## config.mk

```make
export PLATFORM = sky130hd
export DESIGN_NAME = signal_debouncer
export DESIGN_NICKNAME = d
export VERILOG_FILES = /design/src/rtl/signal_debouncer_pkg.sv /design/src/rtl/sat_counter.sv /design/src/rtl/signal_debouncer.sv
export SDC_FILE = /design/constraint.sdc
export NUM_CORES = 1
export LEC_CHECK = 0
export CAP_MARGIN = 20
export CORE_MARGIN = 2
export CORE_UTILIZATION = 49
export DETAILED_ROUTE_END_ITERATION = 8
export GPL_ROUTABILITY_DRIVEN = 0
export PLACE_DENSITY_LB_ADDON = 0.05
export SLEW_MARGIN = 10
export SYNTH_ARGS = -nofsm -noshare
export SYNTH_HDL_FRONTEND = slang
export SYNTH_SLANG_ARGS = --single-unit
```

## constraint.sdc

```tcl
create_clock -name clk -period 2.16 [get_ports clk]
set_input_delay 0.648 -clock clk [delete_from_list [all_inputs] [get_ports clk]]
set_output_delay 0.648 -clock clk [all_outputs]
set_load 0.02 [all_outputs]
```

## src/rtl/signal_debouncer_pkg.sv

```systemverilog
// Shared types and defaults for the signal debouncer.
package signal_debouncer_pkg;

    // 1 ms at a 100 MHz clock.
    localparam int unsigned DEFAULT_DEBOUNCE_CYCLES = 100000;

    typedef enum logic [1:0] {
        StableLow  = 2'd0,
        WaitHigh   = 2'd1,
        StableHigh = 2'd2,
        WaitLow    = 2'd3
    } state_e;

endpackage

```

## src/rtl/sat_counter.sv

```systemverilog
// Saturating up-counter with synchronous clear; clear takes effect before the increment.
module sat_counter #(
    parameter int unsigned WIDTH = 8
) (
    input  logic             clk,
    input  logic             reset,
    input  logic             clr,
    input  logic             inc,
    output logic [WIDTH-1:0] count
);

    logic [WIDTH-1:0] count_d;

    always_comb begin
        count_d = count;
        if (clr) begin
            count_d = '0;
        end
        if (inc && (count_d != '1)) begin
            count_d = count_d + 1'b1;
        end
    end

    always_ff @(posedge clk) begin
        if (reset) begin
            count <= '0;
        end else begin
            count <= count_d;
        end
    end

endmodule

```

## src/rtl/signal_debouncer.sv

```systemverilog
// Debounces a synchronized level: registered clean level, edge strobes and a glitch counter.
module signal_debouncer
    import signal_debouncer_pkg::*;
#(
    parameter int unsigned DEBOUNCE_CYCLES = DEFAULT_DEBOUNCE_CYCLES,
    parameter bit          RESET_LEVEL     = 1'b0,
    parameter int unsigned GLITCH_W        = 8
) (
    input  logic                clk,
    input  logic                reset,
    input  logic                sig_in,
    input  logic                glitch_clr,
    output logic                sig_out,
    output logic                rise_pulse,
    output logic                fall_pulse,
    output logic [GLITCH_W-1:0] glitch_count
);

    localparam int unsigned     CNT_W   = $clog2(DEBOUNCE_CYCLES);
    localparam logic [CNT_W-1:0] CNT_MAX = CNT_W'(DEBOUNCE_CYCLES - 1);

    state_e           state, state_d;
    logic [CNT_W-1:0] cnt, cnt_d;
    logic             sig_out_d, rise_d, fall_d, abort;

    always_comb begin
        state_d   = state;
        cnt_d     = cnt;
        sig_out_d = sig_out;
        rise_d    = 1'b0;
        fall_d    = 1'b0;
        abort     = 1'b0;
        unique case (state)
            StableLow: begin
                cnt_d = '0;
                if (sig_in) begin
                    state_d = WaitHigh;
                    cnt_d   = CNT_W'(1);
                end
            end
            WaitHigh: begin
                if (!sig_in) begin
                    state_d = StableLow;
                    cnt_d   = '0;
                    abort   = 1'b1;
                end else if (cnt == CNT_MAX) begin
                    state_d   = StableHigh;
                    cnt_d     = '0;
                    sig_out_d = 1'b1;
                    rise_d    = 1'b1;
                end else begin
                    cnt_d = cnt + 1'b1;
                end
            end
            StableHigh: begin
                cnt_d = '0;
                if (!sig_in) begin
                    state_d = WaitLow;
                    cnt_d   = CNT_W'(1);
                end
            end
            WaitLow: begin
                if (sig_in) begin
                    state_d = StableHigh;
                    cnt_d   = '0;
                    abort   = 1'b1;
                end else if (cnt == CNT_MAX) begin
                    state_d   = StableLow;
                    cnt_d     = '0;
                    sig_out_d = 1'b0;
                    fall_d    = 1'b1;
                end else begin
                    cnt_d = cnt + 1'b1;
                end
            end
        endcase
    end

    always_ff @(posedge clk) begin
        if (reset) begin
            state      <= RESET_LEVEL ? StableHigh : StableLow;
            cnt        <= '0;
            sig_out    <= RESET_LEVEL;
            rise_pulse <= 1'b0;
            fall_pulse <= 1'b0;
        end else begin
            state      <= state_d;
            cnt        <= cnt_d;
            sig_out    <= sig_out_d;
            rise_pulse <= rise_d;
            fall_pulse <= fall_d;
        end
    end

    sat_counter #(
        .WIDTH (GLITCH_W)
    ) u_glitch_cnt (
        .clk   (clk),
        .reset (reset),
        .clr   (glitch_clr),
        .inc   (abort),
        .count (glitch_count)
    );

endmodule

```

# ---- Word level (Yosys, flattened, before mapping)
# Cells that the tools add are included.
dict set report word_totals {
  reg_bits 30
  input_bits 4
  elab_cells 55
}
dict set report classes {
  n_eq_ne 13
  n_reduce_logical 7
  addsub 2
  n_bitwise 3
  mux 24
}
# op count
set ops {}
lappend ops {{17-bit one-hot mux with 4 select lines} 1}
lappend ops {{17-bit two-way mux} 3}
lappend ops {{17-bit by 1-bit adder with 17-bit output (second input constant)} 1}
lappend ops {{17-bit == test (second input constant)} 1}
lappend ops {{8-bit two-way mux} 2}
lappend ops {{2-bit two-way mux} 6}
lappend ops {{2-bit != test (second input constant)} 6}
lappend ops {{1-bit two-way mux} 9}
lappend ops {{8-bit by 1-bit adder with 8-bit output (second input constant)} 1}
lappend ops {{8-bit != test (second input constant)} 1}
lappend ops {{2-bit one-hot mux with 4 select lines} 1}
lappend ops {{3-bit != test (second input constant)} 2}
lappend ops {{3-bit OR reduction} 2}
lappend ops {{5-bit AND reduction} 1}
lappend ops {{2-bit == test (second input constant)} 2}
lappend ops {{1-bit one-hot mux with 2 select lines} 2}
lappend ops {{4-bit AND reduction} 1}
lappend ops {{1-bit inverter} 3}
lappend ops {{2-bit by 1-bit == test with 1-bit output (second input constant)} 1}
lappend ops {{2-bit logical NOT} 1}
lappend ops {{2-bit nonzero test} 1}
lappend ops {{1-bit logical AND} 1}

# ---- Logic depth before layout (Yosys ltp)
dict set report logic_depth {
  word_depth 4
  depth_mapped 7
}

# ---- Hierarchy
# From an unflattened synthesis, not the netlist that was laid out.
dict set report unflattened {
  cells_unflattened 154
  area_unflattened_um2 1376.3
}
# module seq_area_each_um2 cells_each area_per_inst_um2 instances
set by_module_without_submodules {}
lappend by_module_without_submodules {signal_debouncer 440.4 113 1007.2 1}
lappend by_module_without_submodules {sat_counter 160.2 41 369.1 1}

# ---- Worst setup path before layout
# No wires, ideal clock.
dict set report synth_path {
  kind {in2reg}
  from {input port glitch_clr}
  to {register u_glitch_cnt.count[7]}
  setup_slack_ns 0.052
  arrival_ns 1.987
  n_path_buf 0
  path_stages 6
  t_required_ns 2.039
  cell_sequence {nor2b_1 > ha_1 > nand2_1 > o311a_1 > nand4_1 > mux2_2}
}
dict set report synth_via {
  elab_chain_len 4
}
# item line
set synth_rtl {}
lappend synth_rtl {{from (decl)} signal_debouncer.sv:12} ;# input logic glitch_clr,
lappend synth_rtl {{8-bit two-way mux *} sat_counter.sv:16} ;# if (clr) begin
lappend synth_rtl {{parallel branches: the longest is 2 deep, another holds 8-bit by 1-bit adder with 8-bit output} -}
lappend synth_rtl {{8-bit two-way mux *} sat_counter.sv:19} ;# if (inc && (count_d != '1)) begin
lappend synth_rtl {{to (signal assigned)} sat_counter.sv:28} ;# count <= count_d;
lappend synth_rtl {{to (decl)} sat_counter.sv:9} ;# output logic [WIDTH-1:0] count
# Every way passes the cells marked *.
# A chain may end at the register's enable or synchronous reset.

# ---- Final worst setup path
dict set report layout_path {
  from {input port sig_in}
  to {register u_glitch_cnt.count[7]}
}
dict set report layout_via {
  elab_chain_len 4
}
# item line
set layout_rtl {}
lappend layout_rtl {{from (decl)} signal_debouncer.sv:11} ;# input logic sig_in,
lappend layout_rtl {{1-bit two-way mux (on tied branches)} {signal_debouncer.sv:63, signal_debouncer.sv:42}}
lappend layout_rtl {{1-bit one-hot mux with 2 select lines *} signal_debouncer.sv:33} ;# unique case (state)
lappend layout_rtl {{1-bit logical AND *} sat_counter.sv:19}
lappend layout_rtl {{8-bit two-way mux *} sat_counter.sv:19}
# Every way passes the cells marked *; elsewhere a longest branch is shown, timed or not.

==> qor.yml <==
setup.worst_path.start: "sig_in"
status: "completed"
power.leakage_nw: 0.595
drive_gt1_share_pct: 14.1
finalInstanceArea_mm2: 0.00175
synth_top_area_share_pct: 42.5
fin_crit_ns: 2.10
synth_area_leader_cell: "dfxtp_1"
start_util_pct: 51.2
syn_area_per_cell_um2: 8.77
drtPass1Iterations: 4
nets: 197
netlist_area_mm2: 0.00141
overflow: 0
powerDensity_mw_per_mm2: 553
synth_warnings: 0
fillers: 253
cts_num_sinks: 30
grt_util_met3_pct: 5.58
synth.yosys.seq_area_share_pct: 42.5
dieHeight_um: 57.7
met1_usage_pct: 27.5
synth_area_leaders: "dfxtp_1, xnor2_1, nor2_1, xor2_1, a21oi_1"
ant_nets: 0
synthesis.nets: 167
antenna_found_initial: 0
hp-start: "cnt[16]"
numCtsBuffers: 5
critPathLaunchType: "primary input"
fin_crit_sh_pct: 97.1
placed_area_mm2: 0.00167
path_clk_slew_ns: 0.09
hp-class: "flop to flop"
path_class: "primary input to flop"
fmax_mhz: 477
worstPathArrival_ns: 2.32
clk_path_buf_depth: 2
h-tree-depth: 2
skew_ns: 0.00929
reg2reg_from: "u_glitch_cnt.count[1]"
drc: 0
ios: 15
ys_ff_latch: 30
busiest_layer: "met2"
portBuffers: 14
vdd_drop_max_mv: 0.401
wl_per_cell_um: 13.9
relSlewSlack_pct: 70.5
area_growth_pct: 24.1
critical_path_required_ns: 2.38
endpoint_kind: "flop"
num_rows: 19
grt.total_usage_pct: 21.2
grt_use_met2_pct: 33.0
vias: 1261
path_max_fanout: 6
insertion_delay_ns: 0.33
drv_cap: 0
grt_pass1_wl_mm: 5.42
root_buffer: "clkbuf_4"
yosysUniqueCellTypes: 37
diodes: 0
coreArea_mm2: 0.00276
first_global_vias: 1229
grt_max_degree: 17
wl_mm: 3.10
synthArstFlopShare_pct: 0
hold_viol: 0
synth_ff_type: "dfxtp_1"
die_area_mm2: 0.00333
cts_tree: "done"
drt_iter0_markers: 47
synth-edff-count: 0
drv_slew: 0
setup_violations: 0
viasPerCell: 5.65
die_w_um: 57.7
hpwl_mm: 2.25
fin_hold_ws_ns: 0.481
syn_inst: 161
worst_pin_slew_ns: 0.440
-- per-layer routing --
layer	up-vias	share of wire (%)
met1	598	47
met4	0	1.7
met2	17	47
met3	7	3.5
li1	639	-
met5	-	0
-- worst paths after layout --
kind / slack, ns / cells past startpoint / endpoint
max: 0.06 / 6 / u_glitch_cnt.count[7]
min: 0.48 / 2 / cnt[16]
max reg2reg: 0.29 / 6 / u_glitch_cnt.count[7]
min reg2reg: 0.48 / 2 / cnt[16]
-- cell usage in the layout, fill, tap and decap left out, types with 2 or more instances in the layout --
master and n:
clkbuf_4 5, nor4_1 4, xor2_1 6, and4_1 2
mux2_2 2, and2_1 3, nor2b_1 2, ha_1 2
nand4_1 7, a21oi_1 10, buf_4 11, inv_1 6
and3_1 4, o21ai_0 6, or4_1 3, or3_1 2
dfxtp_1 30, nor2_1 18, o31ai_1 3, clkdlybuf4s50_1 13
nand3_1 9, nand2_1 12, nor4bb_1 2, nor4b_1 2
xnor2_1 8, o21a_1 2
-- report_power, final --
group	switching [W]	total, W	internal (W)
Clock	0.000193	0.000350	0.000158
Combinational	0.0000271	0.0000547	0.0000276
Sequential	0.00000611	0.000564	0.000558
-- sequential cells by signal, indices dropped and copies added, names as in the netlist, named ones only --
signal              flops
cnt                    17
state                   1
sig_out                 1
u_glitch_cnt.count      8
fall_pulse              1
rise_pulse              1
-- critical path, stage by stage --
cell and delay, ns:
clkdlybuf4s50_1 0.44, xnor2_1 0.39, buf_4 0.18, o311a_1 0.25
nand4_1 0.12, mux2_2 0.28
-- cell type report --
cell class / instances / area, um2 / share of cell area (%)
multi-input combinational: 122 / 790 / 45.0
sequential: 30 / 601 / 34.3
timing repair buffer: 26 / 241 / 13.8
clock buffer: 7 / 55.1 / 3.14
tap: 31 / 38.8 / 2.21
inverter: 6 / 22.5 / 1.28
clock inverter: 1 / 5.00 / 0.286
-- synth_stat cells, types with 3 or more instances --
library cell / count
dfxtp_1: 30
nor2_1: 18
nand2_1: 12
a21oi_1: 10
nand3_1: 9
xnor2_1: 8
nand4_1: 7
inv_1: 6
o21ai_0: 6
xor2_1: 6
and3_1: 4
nor4_1: 4
and2_1: 3
nor2b_1: 3
o31ai_1: 3
or4_1: 3
-- logic make-up after synthesis --
| group | count (synthesis) | share of synthesized area [%] |
|---|---|---|
| simple gates | 79 | 31.8 |
| flops | 30 | 42.5 |
| compound gates | 25 | 11.2 |
| xor+xnor | 14 | 8.68 |
| buf+inv | 9 | 2.48 |
| mux | 2 | 1.59 |
| fa+ha+maj | 2 | 1.77 |
-- per-stage QoR --
| step | worst slack [ns] | cells | TNS, ns | total power [W] | utilization [%] |
|---|---|---|---|---|---|
| floorplan | 0.0521 | 161 | 0 | 0.000598 | - |
| global placement | -0.369 | 214 | -2.19 | 0.000629 | 60.7 |
| detailed placement | -0.423 | 214 | -2.64 | 0.000630 | 60.7 |
| CTS | 0.115 | 223 | 0 | 0.000984 | 63.2 |
| global route | -0.0106 | 223 | -0.0106 | 0.00101 | 63.6 |
| finish | 0.0629 | 223 | 0 | 0.000969 | 63.6 |
-- what timing repair did --
action / 4_1_cts / 5_1_grt
resized for setup: 2 / 1
setup endpoints to repair: 3 / 2
pin swaps: 1 / 0
setup buffers: 1 / 0
hold buffers: 0 / 0
(Power assumes the default switching activity.)
